File: config.mk
export PLATFORM = sky130hd
export DESIGN_NAME = fetch_unit
export DESIGN_NICKNAME = d
export VERILOG_FILES = /design/src/rtl/rv_pkg.sv /design/src/rtl/fetch_unit_pc_next_sel.sv /design/src/rtl/fetch_unit.sv
export SDC_FILE = /design/constraint.sdc
export NUM_CORES = 1
export LEC_CHECK = 0
export BUFFER_PORTS_ARGS = -buffer_cell sky130_fd_sc_hd__clkbuf_2
export CORE_MARGIN = 2
export CORE_UTILIZATION = 40
export CTS_CLUSTER_DIAMETER = 150
export DETAILED_ROUTE_END_ITERATION = 16
export PLACE_DENSITY_LB_ADDON = 0.25
export RECOVER_POWER = 100
export SYNTH_ARGS = -nofsm -noshare
export SYNTH_HDL_FRONTEND = slang
export SYNTH_SLANG_ARGS = --single-unit
File: constraint.sdc
create_clock -name clk -period 6 [get_ports clk]
set_clock_uncertainty 0.2 [all_clocks]
set_input_delay 0 -clock clk [delete_from_list [all_inputs] [get_ports clk]]
set_output_delay 0 -clock clk [all_outputs]
set_load 0.05 [all_outputs]
File: src/rtl/rv_pkg.sv
// Shared fetch-stage constants, FSM state type and next-PC select encoding.
package rv_pkg;

  localparam logic [31:0] NOP    = 32'h0000_0013;
  localparam logic [31:0] EBREAK = 32'h0010_0073;

  typedef enum logic {
    RUN  = 1'b0,
    HALT = 1'b1
  } fetch_state_t;

  // Source chosen by the next-PC mux.
  typedef enum logic [1:0] {
    PC_HOLD     = 2'd0,
    PC_INC      = 2'd1,
    PC_REDIRECT = 2'd2,
    PC_RESET    = 2'd3
  } pc_sel_t;

  // Byte address to instruction-memory word index.
  function automatic logic [31:0] word_index(input logic [31:0] byte_addr);
    return {2'b00, byte_addr[31:2]};
  endfunction

endpackage

File: src/rtl/fetch_unit_pc_next_sel.sv
// Combinational next-PC mux: hold, +4, redirect, reset.
// A misaligned redirect target never reaches the PC; the mux holds instead
// and flags the target so the fetch FSM can record the fault.
module pc_next_sel
  import rv_pkg::*;
(
  input  pc_sel_t     sel,
  input  logic [31:0] pc,
  input  logic [31:0] reset_pc,
  input  logic [31:0] redirect_target,
  output logic [31:0] pc_next,
  output logic        misaligned
);

  // Alignment check depends only on the target, so it never loops back through sel.
  assign misaligned = |redirect_target[1:0];

  // Select the next PC; +4 wraps modulo 2^32.
  always_comb begin
    pc_next = pc;
    case (sel)
      PC_HOLD:     pc_next = pc;
      PC_INC:      pc_next = pc + 32'd4;
      PC_REDIRECT: pc_next = misaligned ? pc : redirect_target;
      PC_RESET:    pc_next = reset_pc;
      default:     pc_next = pc;
    endcase
  end

endmodule

File: src/rtl/fetch_unit.sv
// Single-stage instruction fetch with stall, redirect, EBREAK halt and
// sticky misaligned-redirect fault.
//
// Handshake: decode asserts stall when it cannot accept; while stalled the
// fetched instruction (if_valid/if_instr/if_pc) and PC are held. A redirect
// wins over stall, kills the in-flight fetch (one bubble) and restarts at the
// target. Memory is read combinationally from imem_addr in the same cycle.
module fetch_unit
  import rv_pkg::*;
#(
  parameter logic [31:0] RESET_PC       = 32'h0000_0000,
  parameter bit          HALT_ON_EBREAK = 1'b1
) (
  input  logic        clk,
  input  logic        rst,
  output logic [31:0] imem_addr,
  input  logic [31:0] imem_rdata,
  input  logic        redirect_valid,
  input  logic [31:0] redirect_target,
  input  logic        stall,
  output logic        if_valid,
  output logic [31:0] if_instr,
  output logic [31:0] if_pc,
  output logic        halted,
  output logic        fault
);

  fetch_state_t state_q, state_d;
  logic [31:0]  pc_q, pc_d;
  logic         if_valid_q, if_valid_d;
  logic [31:0]  if_instr_q, if_instr_d;
  logic [31:0]  if_pc_q, if_pc_d;
  logic         fault_q, fault_d;

  pc_sel_t      pc_sel;
  logic         target_misaligned;
  logic         is_ebreak;

  pc_next_sel u_pc_next_sel (
    .sel             (pc_sel),
    .pc              (pc_q),
    .reset_pc        (RESET_PC),
    .redirect_target (redirect_target),
    .pc_next         (pc_d),
    .misaligned      (target_misaligned)
  );

  assign is_ebreak = HALT_ON_EBREAK && (imem_rdata == EBREAK);

  // Next-state decode: reset, then redirect over stall, then normal fetch; HALT holds everything.
  always_comb begin
    pc_sel     = PC_HOLD;
    state_d    = state_q;
    if_valid_d = if_valid_q;
    if_instr_d = if_instr_q;
    if_pc_d    = if_pc_q;
    fault_d    = fault_q;
    if (rst) begin
      pc_sel     = PC_RESET;
      state_d    = RUN;
      if_valid_d = 1'b0;
      if_instr_d = NOP;
      if_pc_d    = RESET_PC;
      fault_d    = 1'b0;
    end else if (state_q == RUN) begin
      if (redirect_valid) begin
        pc_sel     = PC_REDIRECT;
        if_valid_d = 1'b0;
        if (target_misaligned) begin
          fault_d = 1'b1;
          state_d = HALT;
        end
      end else if (!stall) begin
        if_valid_d = 1'b1;
        if_instr_d = imem_rdata;
        if_pc_d    = pc_q;
        if (is_ebreak) begin
          // Keep the PC parked on the EBREAK so imem_addr points at it while halted.
          state_d = HALT;
        end else begin
          pc_sel = PC_INC;
        end
      end
    end
  end

  // State registers; PC reset value arrives through the next-PC mux.
  always_ff @(posedge clk) begin
    pc_q <= pc_d;
    if (rst) begin
      state_q    <= RUN;
      if_valid_q <= 1'b0;
      if_instr_q <= NOP;
      if_pc_q    <= RESET_PC;
      fault_q    <= 1'b0;
    end else begin
      state_q    <= state_d;
      if_valid_q <= if_valid_d;
      if_instr_q <= if_instr_d;
      if_pc_q    <= if_pc_d;
      fault_q    <= fault_d;
    end
  end

  assign imem_addr = word_index(pc_q);
  assign if_valid  = if_valid_q;
  assign if_instr  = if_instr_q;
  assign if_pc     = if_pc_q;
  assign halted    = (state_q == HALT);
  assign fault     = fault_q;

endmodule

Word level (Yosys, flattened, before mapping). Index checks and enable logic that the tools add are counted.

Bitwise logic cells: 4. Equal/unequal tests: 6. Add/sub/neg operators: 1. Mux-type cells: 14. Reduce and logical (&&, ||, !) cells: 6.

Operators with widths (count): $pmux 32 s3 (1); $add 32x3->32 const B (1); $eq 32x21->1 const B (1); $mux 32 (1); $mux 1 (9); $mux 2 (3); $reduce_and 3->1 (2); $eq 2x2->1 const B (2); $ne 2x2->1 const B (2); $not 1->1 (4); $reduce_and 2->1 (2); $eq 2x1->1 const B (1); $logic_not 2->1 (1); $reduce_or 2->1 (1).

Logic and storage cells: 37. Bits in registers: 99.

Logic depth before layout (Yosys ltp). Gate-level depths: netlist of run 1.

Depth after elaboration: 9. Mapped depth: 6. Depth with buffers taken out: 6.

By module. From an unflattened synthesis of run 1, not the netlist that was laid out.

Cells, all modules: 658. Area, all modules: 5157.4 µm².

By module, submodules not included: fetch_unit (instances 1, area each 3363.2 µm², cells each 369); pc_next_sel (instances 1, area each 1794.2 µm², cells each 289).

Least setup slack after synthesis of run 1. OpenSTA, ideal clock, no wires.

Path kind: reg-to-reg. From: register state_q, in the netlist halted. To: register pc_q[10] (enable). Required time: 5.377 ns. Arrival time: 2.785 ns. Path buffers: 2. Path slack: 2.592 ns. Stages on the path, launching flop included: 5. Cell sequence: dfxtp_1 -> or3_1 -> buf_2 -> clkbuf_1 -> o21bai_1.

Word-level cells in the longest chain between the ends: 5.

RTL lines: start, declared (RTL line fetch_unit.sv:28) `fetch_state_t state_q, state_d;`; start signal, assigned (RTL line fetch_unit.sv:97) `state_q <= state_d;`; $mux 2 (*) (RTL line fetch_unit.sv:65) `end else if (state_q == RUN) begin`; $mux 2 (*) (RTL line fetch_unit.sv:58) `if (rst) begin`; $eq 2x2->1 or $logic_not 2->1 (tied branches) (RTL line fetch_unit_pc_next_sel.sv:21) `case (sel)`; $ne 2x2->1 (no line) or $not 1->1 (tied branches); $reduce_and 2->1 (no line) (*); end signal, assigned (RTL line fetch_unit.sv:89) `pc_q <= pc_d;`; end, declared (RTL line fetch_unit.sv:29) `logic [31:0] pc_q, pc_d;`.

Every way passes the cells marked *; elsewhere a longest branch is shown, timed or not. A chain may end at the register's enable or synchronous reset.

Worst setup path in the final report of run 1.
From: register state_q, in the netlist halted. To: register pc_q[9] (enable).

The elaborated chain is that of the path after synthesis.

==> results.json, run 1 <==
{
  "grt_pass1_vias": 4162,
  "wl_um": 12800,
  "grt_overflow_total": 0,
  "synth_top_area_share_pct": 29.6,
  "gr-usage-all-layers_pct": 20.6,
  "place_inst": 774,
  "outcome": "complete, but fails checks",
  "required_ns": 5.70,
  "gp_congestion": 0.805,
  "cts.sinks": 99,
  "peakVddDrop_v": 0.000143,
  "drive_gt1_share_pct": 12.8,
  "regToRegSetupSlack_ns": 2.43,
  "pwr-share-clk_pct": 33.9,
  "yosys-top-cells-area": "dfxtp_1, edfxtp_1, nand2_1",
  "synth.avg_cell_area_um2": 8.64,
  "layout_worst_path_cycle_share_pct": 59.5,
  "synth_edf_count": 32,
  "p_per_area_mw_per_mm2": 288,
  "drt_iter0_drc": 260,
  "fin_nets": 781,
  "vias": 4311,
  "boundaryPins": 167,
  "utilization_pct": 55.2,
  "grt_setup_unrepaired": "false",
  "busiest_layer": "met2",
  "cts_made_buffers": 9,
  "routed_via_density": 5.02,
  "dp.final_hpwl_um": 8090,
  "clkTransAtPathRegs_ns": 0.06,
  "num_rows": 38,
  "power.switching_mw": 0.558,
  "cts_max_level": 3,
  "ys_seq_area_share_pct": 50.8,
  "grt_max_degree": 72,
  "yosysUniqueCellTypes": 39,
  "p_seq_share_pct": 45.8,
  "area_growth_pct": 33.1,
  "worst_pin_slew_ns": 2.86,
  "start_util_pct": 41.5,
  "cts_tree": "built",
  "met3_usage_pct": 4.06,
  "final_cells": 858,
  "synthFlopType": "dfxtp_1",
  "switching_share_pct": 32.1,
  "wire_per_inst_um": 15.0,
  "grt_pass1_wl_um": 20500,
  "cts_resized": 0,
  "synth.most_common_cell": "nand2_1",
  "fp.dieW_um": 110,
  "grtUsageMet2_pct": 33.9,
  "cp_data_arrival_time_ns": 3.27,
  "violations": "max-capacitance violations, max-slew violations",
  "portBuffers": 164,
  "syn_area_mm2": 0.00454,
  "cts_max_path_buffers": 2,
  "synth-seq-cells": 99,
  "coreArea_mm2": 0.0109,
  "power_leakage_nw": 2.21,
  "async_flop_share_pct": 0,
  "netlist_instances": 525,
  "stdcell_area_mm2": 0.00604,
  "maxSlewViolCount": 97,
  "setup_violations": 0,
  "ys_warn_count": 0,
  "die_area_mm2": 0.0122,
  "hold_path_class": "input port to flip-flop",
  "endpoint_kind": "flip-flop",
  "maxCapViolCount": 2,
  "crit_fanout": 30,
  "cts_root_buf": "clkbuf_16",
  "tns_ns": 0,
  "clock_latency_ns": 0.35,
  "antenna_found_initial": 0,
  "synth_top_cells_by_count": "nand2_1, dfxtp_1, a21oi_1, buf_4, edfxtp_1",
  "max_freq_mhz": 280,
  "yosysTopAreaCell": "dfxtp_1",
  "pwr-share-comb_pct": 20.3,
  "fin_crit_ns": 3.57,
  "hold_viol": 0,
  "drc": 0,
  "die_y_um": 110,
  "first_pass_iters": 4,
  "relSlewSlack_pct": -90.6,
  "start_kind": "flip-flop",
  "p_int_mw": 1.18,
  "antenna_left": 0,
  "gr-usage-met1_pct": 25.6,
  "path_class": "flip-flop to flip-flop",
  "place_area_mm2": 0.00522
}
## power groups by stage
stage	combinational [mW]	sequential, mW	clock [mW]
global placement	0.332	0.807	0
detailed placement	0.334	0.810	0
floorplan	0.207	0.868	0
global route	0.377	0.805	0.629
CTS	0.369	0.796	0.601
finish	0.353	0.797	0.591
## logic make-up after synthesis
logic type / after synthesis / share of synthesized area [%]
DFF: 99 / 50.8
other: 1 / 0.0827
buffers and inverters: 62 / 8.39
adders and majority gates: 1 / 0.276
AOI/OAI and AO/OA: 96 / 11.4
xor gates and xnor gates: 28 / 5.41
and+or+nand+nor: 238 / 23.7
## stage by stage
stage / worst slack (ns) / hold WS [ns] / power [mW]
2_1_floorplan: 2.59 / -0.0758 / 1.07
3_3_place_gp: 3.72 / 0.0332 / 1.14
3_5_place_dp: 3.70 / 0.0448 / 1.14
4_1_cts: 3.41 / 0.0861 / 1.77
5_1_grt: 2.19 / 0.127 / 1.81
6_report: 2.43 / 0.103 / 1.74
## layout make-up
cell class | instances | area, um^2
fill | 1045 | 4900
sequential | 99 | 2300
multi-input combinational | 365 | 1850
timing repair buffer | 236 | 1400
clock buffer | 14 | 295
tap | 140 | 175
clock inverter | 2 | 13.8
inverter | 1 | 3.75
antenna | 1 | 2.50
## worst paths after layout
kind                                    from           end  cells after the start
worst max register to register        halted       pc_q[9]                      2
worst min-delay path                     rst        halted                      3
worst max-delay path                  halted       pc_q[9]                      2
worst min register to register  if_instr[21]  if_instr[21]                      2
## sequential cells by signal (all words and copies together) (netlist names)
register  flops
if_valid      1
if_instr     32
pc_q         32
halted        1
fault         1
if_pc        32
## placed cells by master, fill, tap and decap left out, types with 2 or more instances in the layout
cell / Yosys / layout
a21oi_1: 62 / 62
a22o_1: 2 / 2
and2_1: 3 / 2
and3_1: 2 / 2
and4_1: 2 / 2
buf_4: 33 / 3
clkbuf_1: 21 / 102
clkbuf_16: 0 / 10
clkbuf_2: 0 / 65
clkbuf_8: 1 / 3
conb_1: 1 / 2
dfxtp_1: 67 / 67
dlygate4sd3_1: 0 / 67
edfxtp_1: 32 / 32
nand2_1: 166 / 166
nand3_1: 16 / 16
nand3b_1: 3 / 3
nand4_1: 13 / 13
nand4_2: 2 / 2
nor2_1: 12 / 12
nor2b_1: 2 / 2
nor4_1: 7 / 7
o21ai_0: 0 / 28
xnor2_1: 6 / 6
xor2_1: 22 / 22
## what timing repair did
item	CTS	global route
hold buffers	67	0
hold endpoints to repair	86	0
buffers inserted	0	0
## layer usage
metal	up-vias	part of all wire, %	routed length (um)
met5	-	0	0
met2	146	48	6180
met3	39	4.9	632
met1	2013	44	5600
met4	0	3.4	439
li1	2113	-	-
## worst max-delay path, stage by stage (launching register included)
cell and delay (ns):
dfxtp_1 0.36, or3_2 0.51, o21bai_1 2.04
No activity file was read; power rests on OpenSTA's default activity.
==> run 2, diff against run 1 <==
clock period = 3.3 ns   (was 6 ns; I/O delays follow)
==> results.json, run 2 (synthesis gave the netlist of run 1 again) <==
{
  "antenna_left": 0,
  "outcome": "complete, but fails checks",
  "coreArea_mm2": 0.0109,
  "vias": 4384,
  "ff_latch_area_mm2": 0.00230,
  "grt_overflow_total": 0,
  "grt_setup_unrepaired": "false",
  "dp.final_hpwl_um": 8250,
  "endpoint_kind": "flip-flop",
  "power_leakage_nw": 2.22,
  "relSlewSlack_pct": -1.90,
  "fin_nets": 783,
  "fillers": 1057,
  "fin_crit_ns": 2.74,
  "max_freq_mhz": 365,
  "path_cells": "dlygate4sd3_1 -> clkbuf_1 -> nor2b_1 -> nor2b_2 -> clkbuf_1 -> nand2_1 -> o21ai_0",
  "peakVddDrop_v": 0.000322,
  "cts_root_buf": "clkbuf_16",
  "path_class": "input port to flip-flop",
  "grt_max_degree": 68,
  "area_growth_pct": 33.2,
  "final_cell_mix": "nand2_1, clkbuf_1, dlygate4sd3_1",
  "crit_path_frequent_cell": "clkbuf_1",
  "first_pass_iters": 4,
  "die_y_um": 110,
  "wire_per_inst_um": 15.2,
  "die_area_mm2": 0.0122,
  "portBuffers": 164,
  "drive_gt1_share_pct": 13.2,
  "grt_pass1_wl_um": 21100,
  "timing.hold.ws_ns": 0.237,
  "routed_via_density": 5.10,
  "cts_max_path_buffers": 2,
  "start_kind": "input port",
  "cts_tree": "built",
  "drc": 0,
  "utilization_pct": 55.2,
  "final_common_cell": "nand2_1",
  "setup_violations": 0,
  "fp.dieW_um": 110,
  "gp_congestion": 0.813,
  "maxCapViolCount": 1,
  "crit_slowest_cell": "clkbuf_1",
  "drt_iter0_drc": 263,
  "gr-usage-all-layers_pct": 21.1,
  "p_per_area_mw_per_mm2": 516,
  "worst_pin_slew_ns": 1.53,
  "antenna_found_initial": 0,
  "cts_max_level": 3,
  "hold_viol": 0,
  "slowest_delay_ns": 1.08,
  "cts_resized": 0,
  "hold_path_class": "input port to flip-flop",
  "clock_latency_ns": 0.34,
  "layout_worst_path_cycle_share_pct": 83.1,
  "num_rows": 38,
  "cts.sinks": 99,
  "wl_um": 13000,
  "crit_fanout": 32,
  "cp_data_arrival_time_ns": 2.72,
  "boundaryPins": 167,
  "maxSlewViolCount": 31,
  "cts_made_buffers": 9,
  "multiInputGateArea_mm2": 0.00185,
  "grt_pass1_vias": 4300,
  "start_util_pct": 41.5,
  "required_ns": 3.28,
  "violations": "max-capacitance violations, max-slew violations",
  "clkTransAtPathRegs_ns": 0.07,
  "tns_ns": 0
}
[run 2: per-stage QoR]
| stage | std cells | power (mW) | setup WS, ns | area, um^2 |
|---|---|---|---|---|
| floorplan | 526 | 1.95 | 0.513 | 4540 |
| global placement | 775 | 2.07 | 1.09 | 5230 |
| detailed placement | 775 | 2.08 | 1.01 | 5230 |
| CTS | 859 | 3.17 | 0.726 | 6190 |
| global route | 859 | 3.25 | 0.272 | 6040 |
| finish | 860 | 3.11 | 0.559 | 6040 |
[run 2: repair_timing]
action,in CTS,in global routing
setup endpoints to repair,0,0
setup buffers,0,0
hold buffers,68,0
hold endpoints to repair,85,0
[run 2: path summary, 6_finish.rpt]
| check | start | end | slack [ns] | cells past startpoint |
|---|---|---|---|---|
| max | redirect_valid | pc_q[25] | 0.56 | 7 |
| min | imem_rdata[3] | if_instr[3] | 0.24 | 4 |
| min reg2reg | if_pc[14] | if_pc[14] | 0.25 | 2 |
| max reg2reg | halted | pc_q[11] | 0.64 | 2 |
[run 2: where the power goes]
group          internal (mW)  leakage, nW  switching [mW]  total (mW)
combinational          0.179         1.19           0.468       0.647
clock                  0.575        0.148           0.445        1.02
sequential              1.35        0.884          0.0955        1.45
total                   2.11         2.22            1.01        3.11
[run 2: routing by layer]
| layer | part of all wire (%) | global-route usage [%] | up-vias |
|---|---|---|---|
| li1 | - | - | 2123 |
| met1 | 42 | 25.2 | 2046 |
| met2 | 48 | 35.6 | 171 |
| met3 | 6.2 | 4.06 | 44 |
| met4 | 3.7 | 12.1 | 0 |
| met5 | 0 | 0 | - |
[run 2: cell type report]
type	count	share of cell area (%)
sequential	99	38.1
multi-input combinational	365	30.7
timing repair buffer	238	23.4
clock buffer	12	4.43
tap	140	2.90
clock inverter	4	0.352
inverter	1	0.0622
antenna	1	0.0414
[run 2: critical path: cells and delay by family]
kind	cells	cell delay, ns
compound gates	1	0.14
buf+inv	3	1.86
simple gates	3	0.70
==> run 3, diff against run 2 <==
clock period = 2.4 ns   (was 3.3 ns; I/O delays follow)
==> results.json, run 3 (synthesis gave the netlist of run 1 again) <==
{
  "layout_worst_path_cycle_share_pct": 92.6,
  "first_pass_iters": 5,
  "required_ns": 2.20,
  "grt_pass1_wl_um": 20700,
  "drive_gt1_share_pct": 14.9,
  "stdcell_area_mm2": 0.00613,
  "antenna_left": 0,
  "holdPathStages": 4,
  "power_leakage_nw": 2.27,
  "die_y_um": 110,
  "place_inst": 781,
  "wl_met1_um": 5500,
  "setup_violations": 0,
  "tns_ns": 0,
  "r2r_start": "pc_q[11]",
  "cts_max_path_buffers": 2,
  "outcome": "finished, final reports clean",
  "hold_viol": 0,
  "clkTransAtPathRegs_ns": 0.07,
  "die_area_mm2": 0.0122,
  "r2r_end": "pc_q[20]",
  "drc": 0,
  "max_freq_mhz": 450,
  "routed_via_density": 5.01,
  "crit_fanout": 30,
  "final_cell_mix": "nand2_1, clkbuf_1, dlygate4sd3_1, clkbuf_2, dfxtp_1",
  "final_common_cell": "nand2_1",
  "grt_overflow_total": 0,
  "drt_iter0_drc": 296,
  "cp_data_arrival_time_ns": 2.02,
  "min_from": "imem_rdata[0]",
  "regToRegSetupSlack_ns": 0.21,
  "relSlewSlack_pct": 19.7,
  "dr.max_layer_used": "met4",
  "worst_pin_slew_ns": 1.20,
  "grt_pass1_vias": 4250,
  "peakVddDrop_v": 0.000439,
  "dr_wl_met2_um": 6300,
  "grt_max_degree": 66,
  "hold_path_class": "input port to flip-flop",
  "clock_latency_ns": 0.34,
  "wl_um": 12900,
  "gp_congestion": 0.840,
  "cts.sinks": 99,
  "start_util_pct": 41.5,
  "vias": 4327,
  "power_mw": 4.42,
  "p_per_area_mw_per_mm2": 721,
  "antenna_found_initial": 0,
  "cts_root_buf": "clkbuf_16",
  "post_cts_buffers": 0,
  "portBuffers": 164,
  "timing.hold.ws_ns": 0.226,
  "diodes": 0,
  "boundaryPins": 167,
  "fin_crit_ns": 2.22,
  "final_cells": 864,
  "area_growth_pct": 35.1,
  "wire_per_inst_um": 14.9,
  "num_rows": 38,
  "grt_setup_unrepaired": "false",
  "gr-usage-all-layers_pct": 20.9,
  "cts_tree": "built",
  "cts_made_buffers": 9,
  "maxSlewViolCount": 0,
  "maxCapViolCount": 0,
  "fp.dieW_um": 110,
  "start_kind": "input port",
  "min_to": "if_instr[0]",
  "fin_nets": 788,
  "dp.final_hpwl_um": 8380,
  "fillers": 995,
  "endpoint_kind": "flip-flop",
  "cts_max_level": 3,
  "coreArea_mm2": 0.0109,
  "place_area_mm2": 0.00527,
  "path_class": "input port to flip-flop",
  "dr_wl_met3_um": 639,
  "reg2reg_depth": 5
}
[run 3: worst max path at each step]
stage	slack, ns	endpoint	startpoint
3_5_place_dp	0.23	pc_q[15]	halted
4_1_cts	0.08	pc_q[20]	imem_rdata[25]
3_3_place_gp	0.25	pc_q[14]	halted
6_report	0.18	pc_q[6]	imem_rdata[25]
5_1_grt	0.02	pc_q[20]	imem_rdata[25]
2_1_floorplan	0.07	pc_q[10]	halted
[run 3: power breakdown]
group | switching, mW | total [mW] | internal, mW
Clock | 0.649 | 1.53 | 0.880
Sequential | 0.114 | 1.97 | 1.86
Combinational | 0.661 | 0.918 | 0.257
Total | 1.42 | 4.42 | 3.00
[run 3: repair_timing]
action	CTS	global route
setup endpoints to repair	0	30
endpoints found under the hold margin	78	0
hold buffers	67	0
gates resized for setup	0	1
[run 3: cell type report]
cell class	instances	area (um^2)	share of cell area [%]
clock inverter	6	68.8	1.12
tap	140	175	2.86
sequential	99	2300	37.6
timing repair buffer	243	1450	23.7
multi-input combinational	365	1870	30.6
clock buffer	10	250	4.08
inverter	1	3.75	0.0613
[run 3: metal layers]
layer | up-vias | GRT usage (%)
li1 | 2130 | -
met1 | 2015 | 25.0
met2 | 147 | 35.7
met3 | 35 | 3.57
met4 | 0 | 11.3
met5 | - | 0
[run 3: worst max-delay path: stages]
cell and delay (ns):
dlygate4sd3_1 0.54, clkbuf_1 0.13, nor4_2 0.37, nand4_1 0.21, nor4_1 0.32, buf_4 0.18, o21bai_4 0.25
[run 3: through the flow]
step,worst slack [ns],utilization [%]
after global routing,0.0178,56.0
after detailed placement,0.232,48.2
after CTS,0.0771,57.3
after global placement,0.250,48.2
after floorplan,0.0650,-
final,0.177,56.0
